File: src/rtl/xsleenacore_rom_loader.sv
// ROM download loader: steers the HPS ioctl byte stream into per-region BRAM
// write strobes, paces the HPS with ioctl_wait and validates length/protocol.
module xsleenacore_rom_loader #(
  parameter logic [7:0]  ROM_INDEX   = 8'h00,
  parameter int          WR_GAP      = 2,
  parameter logic [20:0] TOTAL_BYTES = 21'h100800
) (
  input  logic        clk,
  input  logic        reset,
  input  logic        ioctl_download,
  input  logic [7:0]  ioctl_index,
  input  logic        ioctl_wr,
  input  logic [24:0] ioctl_addr,
  input  logic [7:0]  ioctl_dout,
  output logic        ioctl_wait,
  output logic [19:0] bram_addr,
  output logic [7:0]  bram_data,
  output logic        bram_wr,
  output logic [6:0]  bram_cs,
  output logic        cpu_hold,
  output logic        load_ok,
  output logic        load_err,
  output logic [15:0] checksum
);

  localparam logic [2:0] S_IDLE  = 3'd0;
  localparam logic [2:0] S_LOAD  = 3'd1;
  localparam logic [2:0] S_GAP   = 3'd2;
  localparam logic [2:0] S_CHECK = 3'd3;
  localparam logic [2:0] S_DONE  = 3'd4;

  logic [2:0]  state;
  logic        dl_prev;
  logic [20:0] byte_cnt;
  logic [3:0]  gap_cnt;

  logic        index_match;
  logic        dl_rise;
  logic        accept;
  logic        gap_strobe;
  logic        count_good;

  logic [6:0]  region_cs;
  logic [19:0] region_base;
  logic        region_hit;
  logic [19:0] region_offset;

  assign index_match = (ioctl_index == ROM_INDEX);
  assign dl_rise     = ioctl_download & ~dl_prev & index_match;
  assign accept      = (state == S_LOAD) & ioctl_wr & ioctl_download & index_match;
  assign gap_strobe  = (state == S_GAP) & ioctl_wr & ioctl_download & index_match;
  assign count_good  = (byte_cnt == TOTAL_BYTES);
  assign ioctl_wait  = accept | (state == S_GAP);

  // Bases are kept to 20 bits: the subtraction is modulo 2^20 anyway, so the
  // PROM base 0x100000 collapses to zero.
  always_comb begin
    region_cs   = 7'b0000000;
    region_base = 20'h00000;
    if (ioctl_addr < 25'h0020000) begin
      region_cs   = 7'b0000001;
      region_base = 20'h00000;
    end else if (ioctl_addr < 25'h0030000) begin
      region_cs   = 7'b0000010;
      region_base = 20'h20000;
    end else if (ioctl_addr < 25'h0038000) begin
      region_cs   = 7'b0000100;
      region_base = 20'h30000;
    end else if (ioctl_addr < 25'h0040000) begin
      region_cs   = 7'b0001000;
      region_base = 20'h38000;
    end else if (ioctl_addr < 25'h0080000) begin
      region_cs   = 7'b0010000;
      region_base = 20'h40000;
    end else if (ioctl_addr < 25'h0100000) begin
      region_cs   = 7'b0100000;
      region_base = 20'h80000;
    end else if (ioctl_addr < 25'h0100800) begin
      region_cs   = 7'b1000000;
      region_base = 20'h00000;
    end
  end

  assign region_hit    = |region_cs;
  assign region_offset = ioctl_addr[19:0] - region_base;

  // dl_prev resets high so a download still active across reset is never
  // mistaken for a fresh rising edge.
  always_ff @(posedge clk or posedge reset) begin
    if (reset) begin
      state     <= S_IDLE;
      dl_prev   <= 1'b1;
      byte_cnt  <= '0;
      gap_cnt   <= '0;
      bram_wr   <= 1'b0;
      bram_cs   <= '0;
      bram_addr <= '0;
      bram_data <= '0;
      cpu_hold  <= 1'b1;
      load_ok   <= 1'b0;
      load_err  <= 1'b0;
      checksum  <= '0;
    end else begin
      dl_prev <= ioctl_download;
      bram_wr <= accept & region_hit;
      bram_cs <= (accept & region_hit) ? region_cs : 7'b0000000;
      if (accept & region_hit) begin
        bram_addr <= region_offset;
        bram_data <= ioctl_dout;
      end

      case (state)
        S_IDLE, S_DONE: begin
          if (dl_rise) begin
            state    <= S_LOAD;
            checksum <= '0;
            byte_cnt <= '0;
            load_ok  <= 1'b0;
            load_err <= 1'b0;
            cpu_hold <= 1'b1;
          end
        end
        S_LOAD: begin
          if (!ioctl_download) begin
            state <= S_CHECK;
          end else if (accept) begin
            checksum <= checksum + {8'h00, ioctl_dout};
            byte_cnt <= (&byte_cnt) ? byte_cnt : byte_cnt + 21'd1;
            if (!region_hit) begin
              load_err <= 1'b1;
            end
            gap_cnt <= 4'(WR_GAP - 1);
            state   <= S_GAP;
          end
        end
        S_GAP: begin
          if (!ioctl_download) begin
            state <= S_CHECK;
          end else begin
            if (gap_strobe) begin
              load_err <= 1'b1;
            end
            if (gap_cnt == 4'd0) begin
              state <= S_LOAD;
            end else begin
              gap_cnt <= gap_cnt - 4'd1;
            end
          end
        end
        S_CHECK: begin
          load_ok  <= count_good & ~load_err;
          cpu_hold <= ~(count_good & ~load_err);
          if (!count_good) begin
            load_err <= 1'b1;
          end
          state <= S_DONE;
        end
        default: state <= S_IDLE;
      endcase
    end
  end

endmodule

File: config.mk
export PLATFORM = sky130hd
export DESIGN_NAME = xsleenacore_rom_loader
export DESIGN_NICKNAME = d
export VERILOG_FILES = /design/src/rtl/xsleenacore_rom_loader.sv
export SDC_FILE = /design/constraint.sdc
export NUM_CORES = 1
export LEC_CHECK = 0
export BUFFER_PORTS_ARGS = -buffer_cell sky130_fd_sc_hd__buf_4
export CELL_PAD_IN_SITES_DETAIL_PLACEMENT = 1
export CELL_PAD_IN_SITES_GLOBAL_PLACEMENT = 2
export CORE_MARGIN = 3
export CORE_UTILIZATION = 30
export CTS_BUF_LIST = sky130_fd_sc_hd__clkbuf_8
export CTS_CLUSTER_DIAMETER = 150
export CTS_CLUSTER_SIZE = 10
export DETAILED_ROUTE_END_ITERATION = 16
export GPL_TIMING_DRIVEN = 0
export PLACE_DENSITY = 0.86
export RECOVER_POWER = 25
export SLEW_MARGIN = 20
export SYNTH_ARGS = -nofsm -noshare
export SYNTH_HDL_FRONTEND = slang
export SYNTH_SLANG_ARGS = --single-unit
File: constraint.sdc
create_clock -name clk -period 2.9 [get_ports clk]
set_input_delay 0.58 -clock clk [delete_from_list [all_inputs] [get_ports clk]]
set_output_delay 0.58 -clock clk [all_outputs]
set_load 0.02 [all_outputs]
==> impl_metrics.sql <==
INSERT INTO impl_metrics (metric_group, metric, value, unit) VALUES
('run_status', 'failing_checks', 'max-capacitance violations', ''),
('grt', 'first_global_vias', '4259', ''),
('place', 'preCtsSetupSlack', '-0.389', 'ns'),
('sta', 'hold-worst-slack', '0.381', 'ns'),
('pwr', 'max-vdd-ir-drop', '0.238', 'mV'),
('clock_network', 'clkSlewWorstSetupHoldPaths', '0.09', 'ns'),
('pwr', 'pwr-share-seq', '49.2', '%'),
('grt', 'grt_antenna_before_repair', '0', ''),
('synthesis', 'synth_area_leaders', 'sky130_fd_sc_hd__dfrtp_1 47%, sky130_fd_sc_hd__nand2_1 8.8%, sky130_fd_sc_hd__ha_1 4.5%, sky130_fd_sc_hd__xor2_1 4.0%, sky130_fd_sc_hd__o21ai_0 3.6%', ''),
('synthesis', 'synth_area_leader_cell', 'sky130_fd_sc_hd__dfrtp_1', ''),
('setup_path', 'critical_path.max_fanout', '5', ''),
('pwr', 'total_switching_power', '776', 'µW'),
('grt', 'wire_length_of_the_first_global_routing_pass', '21.0', 'mm'),
('pwr', 'sw_frac_of_total', '30.4', '%'),
('place', 'dpl.cell_count', '754', ''),
('clock_network', 'cts.sink_count', '84', ''),
('grt', 'gr-usage-all-layers', '15.9', '%'),
('sta', 'grt_setup_unrepaired', 'no', ''),
('place', 'portBuffers', '100', ''),
('setup_path', 'timing.critical_path.from_type', 'input pin', ''),
('synthesis', 'synth.lib_cells_used.distinct', '57', ''),
('clock_network', 'cts.path.max_buffers', '2', ''),
('synthesis', 'synthArstFlopShare', '100', '%'),
('synthesis', 'synthDominantCellAreaShare', '46.5', '%'),
('place', 'detailed_placement_hpwl', '9.51', 'mm'),
('drt', 'drt_pre_antenna_iters', '4', ''),
('run_status', 'status', 'finished, violations left', ''),
('synthesis', 'postSynthAreaPerCell', '9.33', 'µm²'),
('finish', 'final_cell_count_no_fill', '770', ''),
('flow_run', 'max_cap_viol', '1', ''),
('sta', 'final.min_clock_period', '2.76', 'ns'),
('setup_path', 'timing.critical_path.required', '3.15', 'ns'),
('die', 'top_level_ports', '101', ''),
('die', 'core', '14100', 'µm²'),
('setup_path', 'worst_setup_path_end_kind', 'flip-flop', ''),
('drt', 'drt-wirelength-per-cell', '16.2', 'µm'),
('die', 'die_area', '16200', 'µm²'),
('place', 'place.gp.congestion', '0.819', ''),
('sta', 'slew_viol_final', '0', ''),
('finish', 'core_util_final', '39.7', '%'),
('finish', 'layout_cells_sized_above_1', '24.1', '%'),
('drt', 'ant_nets', '0', ''),
('sta', 'slew-limit-headroom', '0.905', '%'),
('synthesis', 'synth_seq_cells', '84', ''),
('clock_network', 'later_pin_clock_latency_in_the_skew_report', '0.37', 'ns'),
('die', 'floorplan.rows', '43', ''),
('drt', 'total_number_of_vias', '3921', ''),
('sta', 'worst_slew_pin_tran', '1.48', 'ns'),
('drt', 'drt_first_iter_violations', '178', ''),
('grt', 'maximum_number_of_pins_on_one_net_before_global_route_repair', '56', ''),
('sta', 'post-route-worst-setup-slack', '0.144', 'ns'),
('synthesis', 'synth-seq-area-share', '47.7', '%'),
('synthesis', 'netlist_area', '4410', 'µm²'),
('worst_hold_path', 'classification_of_the_worst_slack_hold_path', 'in -> reg', ''),
('sta', 'finalHoldViolations', '0', ''),
('die', 'die_width', '127', 'µm'),
('pwr', 'power_per_cell_area', '455', 'nW/µm²'),
('synthesis', 'cell_with_the_most_instances_after_synthesis', 'sky130_fd_sc_hd__nand2_1', ''),
('synthesis', 'synth_fp_nets', '536', ''),
('clock_network', 'root_buffer', 'sky130_fd_sc_hd__clkbuf_8', ''),
('setup_path', 'critical_path_arrival', '3.01', 'ns'),
('sta', 'fin_skew', '0.00921', 'ns'),
('die', 'die_y', '127', 'µm'),
('sta', 'maxClockFrequency', '363', 'MHz'),
('pwr', 'pwr-share-comb', '18.3', '%'),
('sta', 'setup-violations-final', '0', ''),
('clock_network', 'cts_tree', 'done', ''),
('grt', 'grt-ovfl-total', '0', ''),
('drt', 'postRouteWirelength', '12.5', 'mm'),
('synthesis', 'yosysWarnings', '0', ''),
('synthesis', 'synth_commonest_cells', '104 x sky130_fd_sc_hd__nand2_1, 82 x sky130_fd_sc_hd__dfrtp_1, 37 x sky130_fd_sc_hd__nor2_1', '');
## final timing paths
| path | from | end | slack [ns] | cells after the start |
|---|---|---|---|---|
| max in group asynchronous | reset | dl_prev | 1.45 | 3 |
| hold reg to reg | bram_data[2] | bram_data[2] | 0.49 | 2 |
| setup reg to reg | state[0] | gap_cnt[1] | 0.25 | 5 |
| setup / recovery | ioctl_addr[23] | bram_addr[19] | 0.14 | 13 |
| min in group asynchronous | reset | bram_cs[1] | 0.55 | 2 |
| hold / removal | ioctl_addr[15] | bram_cs[2] | 0.38 | 2 |
## registers in the layout, summed over array words and instances, names as in the netlist, 3 cells and up
name and flops:
bram_addr 20, bram_cs 7, bram_data 8, byte_cnt 21, checksum 16, gap_cnt 4
state 3
## logic make-up (layout without fill, tap and decap cells)
kind of cell | count (synthesis) | count (layout) | synth area share (%)
flops | 84 | 84 | 47.7
fa+ha+maj | 19 | 19 | 5.67
buf+inv | 31 | 148 | 3.06
simple gates | 231 | 231 | 26.2
compound gates | 81 | 81 | 12.0
xor+xnor | 27 | 27 | 5.36
## critical path, stage by stage
cell                      delay, ns
sky130_fd_sc_hd__buf_4         0.11
sky130_fd_sc_hd__or4_4         0.57
sky130_fd_sc_hd__or3_1         0.36
sky130_fd_sc_hd__nor2_2        0.13
sky130_fd_sc_hd__nand3_2       0.12
sky130_fd_sc_hd__nor2_1        0.11
sky130_fd_sc_hd__ha_1          0.19
sky130_fd_sc_hd__fa_1          0.22
sky130_fd_sc_hd__inv_1         0.05
sky130_fd_sc_hd__a21o_1        0.14
sky130_fd_sc_hd__a21oi_1       0.17
sky130_fd_sc_hd__xor2_1        0.14
sky130_fd_sc_hd__o21ai_0       0.09
## power groups by stage
stage                     Combinational, µW  Clock (µW)  Sequential [µW]
after floorplan                         288           0             1270
after global placement                  448           0             1280
after detailed placement                470           0             1280
after CTS                               477         857             1260
after global routing                    526         901             1260
final                                   468         830             1260
## placed cells by master (no fill, tap or decap), types with 13 or more instances in the layout
| cell type | n |
|---|---|
| sky130_fd_sc_hd__a21oi_1 | 17 |
| sky130_fd_sc_hd__buf_4 | 99 |
| sky130_fd_sc_hd__clkbuf_8 | 13 |
| sky130_fd_sc_hd__dfrtp_1 | 82 |
| sky130_fd_sc_hd__ha_1 | 16 |
| sky130_fd_sc_hd__inv_1 | 17 |
| sky130_fd_sc_hd__nand2_1 | 104 |
| sky130_fd_sc_hd__nor2_1 | 36 |
| sky130_fd_sc_hd__nor3_1 | 15 |
| sky130_fd_sc_hd__o21ai_0 | 32 |
| sky130_fd_sc_hd__xor2_1 | 20 |
## per-stage QoR
stage          cell area [µm²]  total power, µW
2_1_floorplan             4420             1560
3_3_place_gp              5390             1720
3_5_place_dp              5420             1750
4_1_cts                   5620             2590
5_1_grt                   5610             2690
6_report                  5610             2550
## area by class of cell
cell class / instances / area, µm²
fillers: 1680 / 8540
multi-input cells: 358 / 2180
flip-flops and latches: 84 / 2100
repair buffers: 101 / 774
well taps: 180 / 225
clock buffers: 12 / 165
plain buffers: 14 / 71.3
inverters: 17 / 65.1
clock inverters: 4 / 23.8
## what timing repair did
item,4_1_cts,5_1_grt
endpoints found under the setup margin,1,1
setup buffers,0,0
hold buffers,0,0
resized for setup,1,1
cloned,0,0
## routing by layer
metal / GRT usage (%) / share of wire [%] / vias up
met1: 21.1 / 46 / 1952
met3: 2.93 / 4.6 / 12
li1: - / - / 1860
met4: 5.55 / 1.3 / 0
met2: 26.0 / 48 / 97
met5: 0 / 0 / -
No activity file was read; power rests on OpenSTA's default activity.
